## src/rtl/if_id_queue_if.sv

```systemverilog
// Fetch/decode handshake bundle for the IF/ID instruction queue.
//
// Both sides use valid/ready: a transfer happens on a rising clk edge
// exactly when valid and ready are both high in that cycle. The
// producer holds its data stable while valid is high and not yet
// accepted. Ready may depend on internal state only, never on valid.
// flush and count travel with the bundle because the queue's
// consumer side (the pipeline control) drives or watches them.
interface if_id_queue_if #(
  parameter int AW = 2
);
  logic          in_valid;
  logic [31:0]   in_pc;
  logic [31:0]   in_instr;
  logic          in_ready;
  logic          out_valid;
  logic [31:0]   out_pc;
  logic [31:0]   out_instr;
  logic          out_ready;
  logic          flush;
  logic [AW:0]   count;

  // Pipeline side: fetch + decode + control driving the queue.
  modport master (
    output in_valid, in_pc, in_instr, out_ready, flush,
    input  in_ready, out_valid, out_pc, out_instr, count
  );

  // Queue side.
  modport slave (
    input  in_valid, in_pc, in_instr, out_ready, flush,
    output in_ready, out_valid, out_pc, out_instr, count
  );
endinterface

```

## src/rtl/if_id_queue.sv

```systemverilog
// IF/ID instruction queue: small FIFO of {pc, instr} pairs between fetch
// and decode. in_ready doubles as the fetch PC-write enable, so a full
// queue stalls fetch. A flush (branch/jump redirect) empties it.
// An empty queue presents pc=0 / instr=0 so decode sees a nop.
module if_id_queue #(
  parameter int DEPTH = 4,
  parameter int AW    = 2
) (
  input  logic          clk,
  input  logic          reset,
  if_id_queue_if.slave  q
);

  localparam logic [AW-1:0] PTR_ONE  = {{(AW-1){1'b0}}, 1'b1};
  localparam logic [AW:0]   CNT_ONE  = {{AW{1'b0}}, 1'b1};
  localparam logic [AW:0]   CNT_FULL = (AW+1)'(DEPTH);

  logic [63:0]   mem_q [DEPTH];
  logic [AW-1:0] wp_q, wp_d;
  logic [AW-1:0] rp_q, rp_d;
  logic [AW:0]   cnt_q, cnt_d;

  logic          in_ready;
  logic          out_valid;
  logic          push;
  logic          pop;
  logic [63:0]   rd_entry;

  assign in_ready  = (cnt_q != CNT_FULL);
  assign out_valid = (cnt_q != '0);
  assign push      = q.in_valid & in_ready;
  assign pop       = out_valid & q.out_ready;
  assign rd_entry  = mem_q[rp_q];

  assign q.in_ready  = in_ready;
  assign q.out_valid = out_valid;
  assign q.count     = cnt_q;
  // Empty queue shows a nop rather than a stale entry.
  assign q.out_pc    = out_valid ? rd_entry[63:32] : 32'h0000_0000;
  assign q.out_instr = out_valid ? rd_entry[31:0]  : 32'h0000_0000;

  // Next-state for pointers and occupancy; flush discards the cycle's push/pop.
  always_comb begin
    wp_d  = wp_q;
    rp_d  = rp_q;
    cnt_d = cnt_q;
    if (q.flush) begin
      wp_d  = '0;
      rp_d  = '0;
      cnt_d = '0;
    end else begin
      if (push) wp_d = wp_q + PTR_ONE;
      if (pop)  rp_d = rp_q + PTR_ONE;
      if (push && !pop)      cnt_d = cnt_q + CNT_ONE;
      else if (pop && !push) cnt_d = cnt_q - CNT_ONE;
    end
  end

  // Pointer/occupancy registers; reset behaves like a flush.
  always_ff @(posedge clk) begin
    if (reset) begin
      wp_q  <= '0;
      rp_q  <= '0;
      cnt_q <= '0;
    end else begin
      wp_q  <= wp_d;
      rp_q  <= rp_d;
      cnt_q <= cnt_d;
    end
  end

  // Entry storage; contents need no reset since cnt gates visibility.
  always_ff @(posedge clk) begin
    if (!reset && !q.flush && push) begin
      mem_q[wp_q] <= {q.in_pc, q.in_instr};
    end
  end

endmodule

```

## src/flat_wrapper.sv

```systemverilog
// flat-port wrapper written by rule: the top's interface ports become plain ports
module if_id_queue_flat 
#(
  parameter int DEPTH = 4,
  parameter int AW    = 2
)
  (clk, reset, q_in_valid, q_in_pc, q_in_instr, q_out_ready, q_flush, q_in_ready, q_out_valid, q_out_pc, q_out_instr, q_count);
  if_id_queue_if #(.AW(AW)) q_i ();
  input  logic clk;
  input  logic reset;
  input wire logic [$bits(q_i.in_valid)-1:0] q_in_valid;
  input wire logic [$bits(q_i.in_pc)-1:0] q_in_pc;
  input wire logic [$bits(q_i.in_instr)-1:0] q_in_instr;
  input wire logic [$bits(q_i.out_ready)-1:0] q_out_ready;
  input wire logic [$bits(q_i.flush)-1:0] q_flush;
  output wire logic [$bits(q_i.in_ready)-1:0] q_in_ready;
  output wire logic [$bits(q_i.out_valid)-1:0] q_out_valid;
  output wire logic [$bits(q_i.out_pc)-1:0] q_out_pc;
  output wire logic [$bits(q_i.out_instr)-1:0] q_out_instr;
  output wire logic [$bits(q_i.count)-1:0] q_count;
  assign q_i.in_valid = q_in_valid;
  assign q_i.in_pc = q_in_pc;
  assign q_i.in_instr = q_in_instr;
  assign q_i.out_ready = q_out_ready;
  assign q_i.flush = q_flush;
  assign q_in_ready = q_i.in_ready;
  assign q_out_valid = q_i.out_valid;
  assign q_out_pc = q_i.out_pc;
  assign q_out_instr = q_i.out_instr;
  assign q_count = q_i.count;
  if_id_queue #(.DEPTH(DEPTH), .AW(AW)) u_core (.clk(clk), .reset(reset), .q(q_i));
endmodule
```

## config.mk

```make
export PLATFORM = sky130hd
export DESIGN_NAME = if_id_queue_flat
export DESIGN_NICKNAME = d
export VERILOG_FILES = /design/src/rtl/if_id_queue_if.sv /design/src/rtl/if_id_queue.sv /design/src/flat_wrapper.sv
export SDC_FILE = /design/constraint.sdc
export NUM_CORES = 1
export LEC_CHECK = 0
export CAP_MARGIN = 10
export CORE_MARGIN = 8
export CORE_UTILIZATION = 55
export CTS_CLUSTER_DIAMETER = 50
export DETAILED_ROUTE_END_ITERATION = 8
export PLACE_DENSITY = 0.77
export SETUP_SLACK_MARGIN = 0.3
export SLEW_MARGIN = 20
export SYNTH_ARGS = -nofsm -noshare
export SYNTH_HDL_FRONTEND = slang
export SYNTH_SLANG_ARGS = --single-unit
```

## constraint.sdc

```tcl
create_clock -name clk -period 4.8 [get_ports clk]
set_input_delay 0.48 -clock clk [delete_from_list [all_inputs] [get_ports clk]]
set_output_delay 0.48 -clock clk [all_outputs]
set_load 0.05 [all_outputs]
```

==> qor.log, run 1 <==
INFO  logic_synthesis syn-cell-area=0.0102mm²
INFO  die            core=0.0180mm²
INFO  logic_synthesis syn_area_per_cell=22.4µm²
INFO  die            io_pins=138
INFO  setup_path     timing.setup.critical_path_class=reg2out
INFO  route          number_of_iterations_in_the_first_detailed_routing_pass=4
INFO  logic_synthesis synth-warning-count=0
INFO  place          post-place-ws=1.50ns
INFO  clock_tree     cts_hold_buffers=0
INFO  clock_tree     clk-insertion-delay-late=0.52ns
INFO  timing         fmax=0.267GHz
INFO  global_routing grt_first_pass_wirelength=30.4mm
INFO  setup_path     worstPathRequired=4.32ns
INFO  setup_path     critical_path.reg2reg.startpoint=u_core.q.count[0]
INFO  die            dieWidth=152µm
INFO  layout         final-instance-count-excl-fill=851
INFO  place          gp_congestion=0.693
INFO  clock_tree     clock_tree_root_driver_cell=sky130_fd_sc_hd__clkbuf_16
INFO  global_routing grt_pass1_vias=5337
INFO  clock_tree     cts_buffers=28
INFO  hold_path      min_path_cells=2
INFO  layout         ff_latch_area=0.00788mm²
INFO  global_routing all_layer_global_routing_usage=0.166
INFO  job            max_cap_viols=0
INFO  timing         summed_negative_setup_slack_over_all_endpoints=0ns
INFO  timing         setup-violations-final=0
INFO  setup_path     worst_r2r_endpoint=u_core.q.count[2]
INFO  pwr            worst_ir_drop_vdd=0.397mV
INFO  place          io_buffers=137
INFO  timing         slew_viols_final=0
INFO  clock_tree     clk_pin_slew_worst_paths=0.06ns
INFO  pwr            clkPwrFrac=0.399
INFO  logic_synthesis synthesis.instances=454
INFO  place          detailed_place_hpwl=10.9mm
INFO  layout         multi_input_area=0.00214mm²
INFO  pwr            sequentialPowerShare=0.463
INFO  place          dpl.cell_count=799
INFO  setup_path     timing.reg2reg.setup_slack=2.49ns
INFO  layout         syn_to_final_growth=24.9%
INFO  clock_tree     clock-sinks=265
INFO  route          via_per_inst=5.65
INFO  timing         final-hold-violation-count=0
INFO  die            floorplan.rows=49
INFO  logic_synthesis synth_most_common_cell=sky130_fd_sc_hd__edfxtp_1
INFO  pwr            switching_power=1.37mW
INFO  global_routing antenna_found_initial=0
INFO  timing         relSlewSlack=0.310
INFO  layout         num-fill-cells=1141
INFO  logic_synthesis synthDominantCellAreaShare=0.757
INFO  route          ant_nets=0
INFO  logic_synthesis ys.flop_type=sky130_fd_sc_hd__edfxtp_1
INFO  pwr            design_power_total=5.60mW
INFO  logic_synthesis synth_edf_count=256
INFO  layout         layout.nets=675
INFO  setup_path     worstPathArrival=3.27ns
INFO  pwr            intPower=4.23mW
INFO  layout         n_antenna_cell=0
INFO  layout         post-route-util=0.703
INFO  clock_tree     level_count_of_the_clock_h_tree=1
INFO  logic_synthesis synth_seq_cells=265
INFO  logic_synthesis synth.area.top_cells=sky130_fd_sc_hd__edfxtp_1 76%, sky130_fd_sc_hd__mux4_2 14%, sky130_fd_sc_hd__and2_1 3.9%
INFO  timing         grt_setup_unrepaired=false
INFO  logic_synthesis syn_nets=529
INFO  timing         worst_clock_skew=0.00589ns
INFO  clock_tree     tritoncts=built
INFO  layout         layout_cell_share_with_drive_strength_beyond_1=0.198
INFO  clock_tree     post_cts_setup_bufs=0
INFO  die            dieHeight=152µm
INFO  global_routing largest_net_degree_at_the_start_of_global_routing=66
INFO  route          finalWirelength=19.3mm
INFO  setup_path     cp-start-kind=register
INFO  status         outcome=finished clean
INFO  logic_synthesis asyncSetResetFlopFracSynth=0
INFO  clock_tree     cts_repair_resize_count=0
INFO  pwr            power_frac_comb=0.138
INFO  setup_path     critPathMaxFanout=42
INFO  route          remaining_drc_errors=0
INFO  logic_synthesis netlist_top_cells_count=256 x sky130_fd_sc_hd__edfxtp_1, 64 x sky130_fd_sc_hd__and2_1, 64 x sky130_fd_sc_hd__mux4_2
INFO  route          detailroute.via_count=4807
INFO  timing         timing_worst_slew_pin_value=1.03ns
INFO  setup_path     timing.critical_path.to_type=output port
INFO  clock_tree     clock_path_buffers=3
INFO  route          drt-wirelength-per-cell=22.6µm
INFO  logic_synthesis post_synth_top_area_cell=sky130_fd_sc_hd__edfxtp_1
INFO  timing         finalCritPeriodShare=0.781
INFO  hold_path      timing.hold.worst.class=reg2reg
INFO  die            initial_utilization=0.563
INFO  setup_path     endpoint=q_out_instr[14]
INFO  pwr            power_leakage=4.02nW
INFO  setup_path     worst_r2r_path_depth=7
INFO  route          drt_iter0_markers=304
INFO  logic_synthesis synth_seq_area_share=0.775
INFO  die            fp.dieArea=0.0231mm²
INFO  global_routing grt-ovfl-total=0
INFO  timing         setup_slack=1.05ns
INFO  pwr            share_of_total_power_consumed_by_net_switching=0.245
INFO  timing         fin_crit=3.75ns
INFO  pwr            cellPowerDensity=442mW/mm²
INFO  logic_synthesis synth_cell_types=26
[cell families (layout without fill, tap and decap cells)]
family | after synthesis | after routing | synth area share
flops | 265 | 265 | 0.775
buf+inv | 26 | 194 | 0.0163
simple gates | 82 | 82 | 0.0501
mux | 65 | 65 | 0.143
fa+ha+maj | 6 | 6 | 0.00813
compound gates | 6 | 6 | 0.00431
xor+xnor | 4 | 4 | 0.00345
[through the flow]
stage          cell area, µm²  hold WS, ns
6_report                12700        0.514
3_5_place_dp            11700        0.498
3_3_place_gp            11700        0.484
2_1_floorplan           10200        0.470
5_1_grt                 12700        0.517
4_1_cts                 12700        0.511
[layer usage]
metal	up-vias	track usage	part of all wire
met5	-	0	0
met4	0	0.0387	0.014
met3	25	0.0387	0.056
met2	155	0.281	0.50
met1	2480	0.214	0.43
li1	2147	-	-
[worst min path at each step]
| stage | from | endpoint | slack, ns |
|---|---|---|---|
| after floorplan | u_core.wp_q[0] | u_core.wp_q[0] | 0.47 |
| after global placement | u_core.wp_q[0] | u_core.wp_q[0] | 0.48 |
| after detailed placement | u_core.wp_q[0] | u_core.wp_q[0] | 0.50 |
| after CTS | u_core.wp_q[0] | u_core.wp_q[0] | 0.51 |
| after global routing | u_core.wp_q[0] | u_core.wp_q[0] | 0.52 |
| final | u_core.wp_q[0] | u_core.wp_q[0] | 0.51 |
[final cells by class]
type | instances | area share
sequential | 265 | 0.621
timing repair buffer | 139 | 0.109
inverter | 3 | 0.000888
tap | 229 | 0.0226
multi-input combinational | 163 | 0.169
clock buffer | 31 | 0.0578
clock inverter | 21 | 0.0193
[state kept, by name (all words and copies together) (netlist names), named ones only]
| name | cells |
|---|---|
| u_core.rp_q | 2 |
| u_core.wp_q | 2 |
| u_core.q.count | 3 |
| u_core.mem_q | 256 |
[worst max-delay path: stages (launching register included)]
cell                              delay (ns)
sky130_fd_sc_hd__dfxtp_4                0.93
sky130_fd_sc_hd__buf_4                  0.40
sky130_fd_sc_hd__mux4_2                 0.55
sky130_fd_sc_hd__and2_1                 0.17
sky130_fd_sc_hd__clkdlybuf4s50_1        0.69
[layout by cell type, fill, tap and decap left out, drive strengths merged]
cell type      instances
edfxtp               256
and3                   4
o21ai                  2
or3                    2
clkinv                11
and2                  65
dfxtp                  9
nor2                   6
o31ai                  2
a21oi                  1
mux4                  64
or2                    1
clkbuf                31
clkinvlp               3
nand4                  2
fa                     1
bufinv                 5
ha                     5
o311ai                 1
mux2i                  1
xor2                   4
or3b                   1
nand2                  1
inv                    5
buf                    2
clkdlybuf4s50        137
[power groups by stage]
| stage | Clock [mW] | Combinational, mW | Sequential [mW] |
|---|---|---|---|
| 2_1_floorplan | 0 | 0.492 | 2.64 |
| 3_3_place_gp | 0 | 0.771 | 2.64 |
| 3_5_place_dp | 0 | 0.780 | 2.64 |
| 4_1_cts | 2.28 | 0.785 | 2.59 |
| 5_1_grt | 2.38 | 0.814 | 2.60 |
| 6_report | 2.24 | 0.774 | 2.59 |
No activity file was read; power rests on OpenSTA's default activity.
==> run 2: changes to the inputs <==
--- a/config.mk
+++ b/config.mk
@@ -7,10 +7,10 @@
 export LEC_CHECK = 0
 export CAP_MARGIN = 10
 export CORE_MARGIN = 8
-export CORE_UTILIZATION = 55
+export CORE_UTILIZATION = 49
 export CTS_CLUSTER_DIAMETER = 50
 export DETAILED_ROUTE_END_ITERATION = 8
-export PLACE_DENSITY = 0.77
+export PLACE_DENSITY = 0.72
 export SETUP_SLACK_MARGIN = 0.3
 export SLEW_MARGIN = 20
 export SYNTH_ARGS = -nofsm -noshare
==> constraint.sdc (replaced) <==
create_clock -name clk -period 3.4 [get_ports clk]
set_input_delay 0.34 -clock clk [delete_from_list [all_inputs] [get_ports clk]]
set_output_delay 0.34 -clock clk [all_outputs]
set_load 0.05 [all_outputs]
==> run 2 against run 1 <==
Effect of this change: via count shrank 0.25%; sequential cell count is the same; core utilization decreased by 7.8 points; final area rose by 0.11%; critical endpoint is now q_out_instr[4]; largest cell class unchanged.
==> qor.log, run 2 (synthesized netlist as in run 1, its figures left out) <==
INFO  clock_tree     clock-sinks=265
INFO  hold_path      timing.hold.worst.class=in2reg
INFO  route          ant_nets=0
INFO  timing         fin_crit=2.96ns
INFO  place          io_buffers=137
INFO  die            io_pins=138
INFO  die            initial_utilization=0.500
INFO  timing         summed_negative_setup_slack_over_all_endpoints=0ns
INFO  route          remaining_drc_errors=0
INFO  setup_path     critical_path_buf_inv_count=2
INFO  clock_tree     clock_path_buffers=3
INFO  setup_path     critPathMaxFanout=38
INFO  global_routing largest_net_degree_at_the_start_of_global_routing=39
INFO  route          drt-wirelength-per-cell=21.6µm
INFO  timing         worst_clock_skew=0.00853ns
INFO  setup_path     worst_path_max_delay_cell=sky130_fd_sc_hd__clkdlybuf4s50_1
INFO  timing         relSlewSlack=0.626
INFO  layout         largest_register=u_core.mem_q
INFO  setup_path     cp-start-kind=register
INFO  timing         fmax=0.338GHz
INFO  global_routing all_layer_global_routing_usage=0.149
INFO  global_routing antenna_found_initial=0
INFO  setup_path     worstPathArrival=2.62ns
INFO  timing         setup-violations-final=0
INFO  pwr            worst_ir_drop_vdd=0.429mV
INFO  die            dieWidth=160µm
INFO  layout         layout.nets=683
INFO  timing         grt_setup_unrepaired=false
INFO  layout         largest_register_ff_count=256
INFO  pwr            design_power_total=7.40mW
INFO  clock_tree     clk-insertion-delay-late=0.52ns
INFO  layout         n_antenna_cell=0
INFO  route          via_per_inst=5.35
INFO  clock_tree     clock_tree_root_driver_cell=sky130_fd_sc_hd__clkbuf_16
INFO  layout         layout.cells.most_common_list=256 x sky130_fd_sc_hd__edfxtp_1, 102 x sky130_fd_sc_hd__clkdlybuf4s50_1, 64 x sky130_fd_sc_hd__mux4_2, 64 x sky130_fd_sc_hd__and2_1, 29 x sky130_fd_sc_hd__dlygate4sd2_1
INFO  setup_path     timing.setup.critical_path_class=reg2out
INFO  global_routing grt_first_pass_wirelength=30.0mm
INFO  setup_path     path_cells=buf_12, mux4_2, and2_1, clkdlybuf4s50_1
INFO  timing         finalCritPeriodShare=0.870
INFO  timing         timing_worst_slew_pin_value=0.560ns
INFO  route          detailroute.via_count=4795
INFO  layout         layout_cell_share_with_drive_strength_beyond_1=0.201
INFO  timing         final-hold-violation-count=0
INFO  clock_tree     cts_hold_buffers=0
INFO  status         outcome=finished clean
INFO  clock_tree     cts_buffers=27
INFO  global_routing grt_pass1_vias=5374
INFO  clock_tree     level_count_of_the_clock_h_tree=1
INFO  route          drt_iter0_markers=305
INFO  clock_tree     tritoncts=built
INFO  route          finalWirelength=19.4mm
INFO  setup_path     timing.critical_path.to_type=output port
INFO  layout         num-fill-cells=1433
INFO  setup_path     critical_path.reg2reg.startpoint=u_core.q.count[0]
INFO  layout         most_frequent_standard_cell_in_the_layout_excluding_fill_and_tap_cells=sky130_fd_sc_hd__edfxtp_1
INFO  pwr            cellPowerDensity=583mW/mm²
INFO  die            core=0.0203mm²
INFO  place          gp_congestion=0.703
INFO  hold_path      startpoint_of_the_worst_hold_path=q_in_pc[4]
INFO  die            dieHeight=160µm
INFO  die            floorplan.rows=52
INFO  pwr            power_leakage=4.22nW
INFO  setup_path     timing.critical_path.slowest_cell_delay=0.71ns
INFO  die            fp.dieArea=0.0256mm²
INFO  clock_tree     clk_pin_slew_worst_paths=0.06ns
INFO  timing         slew_viols_final=0
INFO  global_routing grt-ovfl-total=0
INFO  layout         syn_to_final_growth=25.0%
INFO  job            max_cap_viols=0
INFO  route          number_of_iterations_in_the_first_detailed_routing_pass=5
INFO  setup_path     worstPathRequired=3.06ns
INFO  setup_path     critPathTopFamily=buffers and inverters
INFO  place          detailed_place_hpwl=11.8mm
[run 2: report_power, final]
| part | leakage [nW] | internal [mW] | total, mW | switching (mW) |
|---|---|---|---|---|
| registers | 2.39 | 3.62 | 3.64 | 0.0174 |
| clock network | 0.401 | 1.53 | 2.68 | 1.15 |
| logic | 1.44 | 0.383 | 1.08 | 0.696 |
| total | 4.22 | 5.54 | 7.40 | 1.86 |
[run 2: layout make-up]
| class | count | area [µm²] | share of cell area |
|---|---|---|---|
| clock buffer | 30 | 687 | 0.0541 |
| timing repair buffer | 148 | 1520 | 0.120 |
| inverter | 3 | 11.3 | 0.000887 |
| tap | 270 | 338 | 0.0266 |
| multi-input combinational | 163 | 2140 | 0.169 |
| sequential | 265 | 7880 | 0.620 |
| clock inverter | 18 | 121 | 0.00956 |
[run 2: layer usage]
metal | wire (µm) | vias up | global-route usage | part of all wire
li1 | - | 2152 | - | -
met2 | 10300 | 131 | 0.269 | 0.53
met5 | 0 | - | 0 | 0
met4 | 290 | 0 | 0.0399 | 0.015
met1 | 7740 | 2488 | 0.176 | 0.40
met3 | 1070 | 24 | 0.0324 | 0.055
[run 2: final timing paths]
check	to	slack, ns	depth (start not counted)
worst max-delay path	q_out_instr[4]	0.44	4
worst min-delay path	u_core.mem_q[0][36]	0.45	1
worst max register to register	u_core.q.count[2]	1.08	8
worst min register to register	u_core.wp_q[0]	0.51	2
[run 2: metrics by stage]
stage	setup WS [ns]	hold slack [ns]	cells	cell area [µm²]	utilization
floorplan	0.715	0.439	454	10200	-
global placement	0.671	0.477	848	11900	0.585
detailed placement	0.569	0.505	848	11900	0.585
CTS	0.314	0.432	896	12700	0.624
global route	0.333	0.446	897	12700	0.625
finish	0.441	0.453	897	12700	0.625
[run 2: worst reg2reg max path, stage by stage, from the launching register on]
cell and delay, ns:
sky130_fd_sc_hd__dfxtp_1 0.47, sky130_fd_sc_hd__or3b_4 0.21, sky130_fd_sc_hd__and2_4 0.19, sky130_fd_sc_hd__ha_1 0.19, sky130_fd_sc_hd__inv_1 0.06, sky130_fd_sc_hd__fa_1 0.37
sky130_fd_sc_hd__xor2_1 0.16, sky130_fd_sc_hd__or3_2 0.42, sky130_fd_sc_hd__a21oi_1 0.17
[run 2: repair_timing]
action                                  CTS  global route
hold endpoints to repair                  0             0
gates resized for setup                  31             6
endpoints found under the setup margin   30            22
setup buffers                             0             1
==> run 3: changes to the inputs <==
--- a/config.mk
+++ b/config.mk
@@ -7,10 +7,10 @@
 export LEC_CHECK = 0
 export CAP_MARGIN = 10
 export CORE_MARGIN = 8
-export CORE_UTILIZATION = 49
+export CORE_UTILIZATION = 55
 export CTS_CLUSTER_DIAMETER = 50
 export DETAILED_ROUTE_END_ITERATION = 8
-export PLACE_DENSITY = 0.72
+export PLACE_DENSITY = 0.77
 export SETUP_SLACK_MARGIN = 0.3
 export SLEW_MARGIN = 20
 export SYNTH_ARGS = -nofsm -noshare
==> constraint.sdc (replaced) <==
create_clock -name clk -period 3.1 [get_ports clk]
set_input_delay 0.31 -clock clk [delete_from_list [all_inputs] [get_ports clk]]
set_output_delay 0.31 -clock clk [all_outputs]
set_load 0.05 [all_outputs]
==> run 3 against run 2 <==
Effect of this change: register-to-register slack lost 0.36 ns; hold slack got worse by 0.028 ns; wire length grew 2.6%; clock power increased by 18%; die area shrank 9.8%; sequential share of layout area up 0.13 points; final area down 0.21%; critical endpoint is now q_out_instr[28]; largest cell class unchanged; largest power group unchanged.
==> qor.log, run 3 (synthesized netlist as in run 1, its figures left out) <==
INFO  route          finalWirelength=19.9mm
INFO  timing         finalCritPeriodShare=0.875
INFO  clock_tree     cts_buffers=28
INFO  clock_tree     post_cts_setup_bufs=0
INFO  setup_path     critPathMaxFanout=38
INFO  clock_tree     clk_pin_slew_worst_paths=0.06ns
INFO  setup_path     worstPathArrival=2.40ns
INFO  layout         largest_register=u_core.mem_q
INFO  global_routing all_layer_global_routing_usage=0.172
INFO  layout         n_antenna_cell=0
INFO  clock_tree     clock_path_buffers=3
INFO  route          ant_nets=0
INFO  global_routing grt_pass1_vias=5419
INFO  place          gp_congestion=0.692
INFO  timing         timing_worst_slew_pin_value=0.533ns
INFO  timing         grt_setup_unrepaired=true
INFO  route          remaining_drc_errors=0
INFO  route          number_of_iterations_in_the_first_detailed_routing_pass=4
INFO  setup_path     timing.critical_path.to_type=output port
INFO  route          drt_iter0_markers=348
INFO  pwr            power_leakage=4.29nW
INFO  job            max_cap_viols=0
INFO  die            core=0.0180mm²
INFO  layout         largest_register_ff_count=256
INFO  setup_path     timing.setup.critical_path_class=reg2out
INFO  status         outcome=finished clean
INFO  setup_path     cp-start-kind=register
INFO  timing         worst_clock_skew=0.0188ns
INFO  timing         final-hold-violation-count=0
INFO  die            initial_utilization=0.563
INFO  pwr            worst_ir_drop_vdd=0.536mV
INFO  die            dieHeight=152µm
INFO  clock_tree     cts_hold_buffers=0
INFO  clock_tree     clock_tree_root_driver_cell=sky130_fd_sc_hd__clkbuf_16
INFO  timing         setup-violations-final=0
INFO  clock_tree     clock-sinks=265
INFO  layout         multi_input_area=0.00214mm²
INFO  layout         num-fill-cells=1157
INFO  die            fp.dieArea=0.0231mm²
INFO  clock_tree     clk-insertion-delay-late=0.52ns
INFO  layout         layout.cells.most_common_list=256 x sky130_fd_sc_hd__edfxtp_1, 72 x sky130_fd_sc_hd__clkdlybuf4s50_1, 64 x sky130_fd_sc_hd__mux4_2, 64 x sky130_fd_sc_hd__and2_1, 59 x sky130_fd_sc_hd__dlygate4sd2_1
INFO  layout         syn_to_final_growth=24.7%
INFO  setup_path     worstPathRequired=2.79ns
INFO  timing         fmax=0.369GHz
INFO  layout         ff_latch_area=0.00788mm²
INFO  pwr            design_power_total=8.31mW
INFO  clock_tree     tritoncts=built
INFO  hold_path      timing.hold.worst.class=in2reg
INFO  die            io_pins=138
INFO  timing         summed_negative_setup_slack_over_all_endpoints=0ns
INFO  layout         layout_cell_share_with_drive_strength_beyond_1=0.208
INFO  layout         most_frequent_standard_cell_in_the_layout_excluding_fill_and_tap_cells=sky130_fd_sc_hd__edfxtp_1
INFO  place          cell_area_placed=0.0119mm²
INFO  place          detailed_place_hpwl=11.9mm
INFO  place          io_buffers=137
INFO  die            dieWidth=152µm
INFO  global_routing antenna_found_initial=1
INFO  timing         relSlewSlack=0.646
INFO  global_routing grt-ovfl-total=0
INFO  global_routing largest_net_degree_at_the_start_of_global_routing=65
INFO  die            floorplan.rows=49
INFO  layout         final_cell_area=0.0127mm²
INFO  route          drt-wirelength-per-cell=23.2µm
INFO  layout         layout.nets=685
INFO  timing         fin_crit=2.71ns
INFO  timing         slew_viols_final=0
INFO  clock_tree     level_count_of_the_clock_h_tree=1
INFO  route          detailroute.via_count=4877
INFO  pwr            cellPowerDensity=656mW/mm²
INFO  route          via_per_inst=5.68
INFO  global_routing grt_first_pass_wirelength=31.3mm
-- run 3: cell types whose count changed in the layout (fill, tap and decap cells not counted), sizes merged, moves of 2 or more --
cell / change
dlygate4sd2: +30
clkbuf: +8
dlymetal6s2s: -6
clkdlybuf4s15: +2
clkdlybuf4s50: -30
clkinv: -5
-- run 3: repair_timing --
action | in CTS | in global routing
hold endpoints to repair | 0 | 0
resized for setup | 65 | 11
endpoints found under the setup margin | 65 | 8
-- run 3: area by class of cell --
type                    count  area share
flip-flops and latches    265       0.622
multi-input cells         163       0.169
repair buffers            149       0.115
clock buffers              34      0.0588
well taps                 229      0.0226
clock inverters            15      0.0118
inverters                   3    0.000889
-- run 3: per-layer routing --
metal  global-route usage  vias up  wire, µm
met5                    0        -        13
met4               0.0467        2       255
met3               0.0390       20      1370
met2                0.297      189     10400
met1                0.214     2507      7810
li1                     -     2159         -
-- run 3: power by group --
group / switching, mW / internal [mW]
registers: 0.0223 / 3.98
logic: 0.770 / 0.376
clock network: 1.28 / 1.88
total: 2.07 / 6.23
-- run 3: worst max-delay path, stage by stage, from the launching register on --
cell and delay [ns]:
sky130_fd_sc_hd__dfxtp_1 0.42, sky130_fd_sc_hd__or3_2 0.51, sky130_fd_sc_hd__buf_4 0.26, sky130_fd_sc_hd__and2_1 0.21, sky130_fd_sc_hd__clkdlybuf4s15_1 0.46
-- run 3: worst paths after layout --
check	startpoint	endpoint	slack, ns	cells after the start
setup / recovery	u_core.q.count[0]	q_out_instr[28]	0.39	4
hold / removal	q_in_pc[29]	u_core.mem_q[3][61]	0.42	1
setup reg to reg	u_core.q.count[0]	u_core.q.count[2]	0.72	8
hold reg to reg	u_core.wp_q[0]	u_core.wp_q[0]	0.50	2
-- run 3: metrics by stage --
| stage | worst slack (ns) | util | hold WS [ns] | std cells |
|---|---|---|---|---|
| after global placement | 0.647 | 0.658 | 0.482 | 809 |
| after detailed placement | 0.617 | 0.658 | 0.494 | 809 |
| after CTS | 0.353 | 0.703 | 0.399 | 858 |
| after global routing | 0.284 | 0.703 | 0.399 | 858 |
| after floorplan | 0.415 | - | 0.409 | 454 |
| final | 0.388 | 0.703 | 0.424 | 858 |
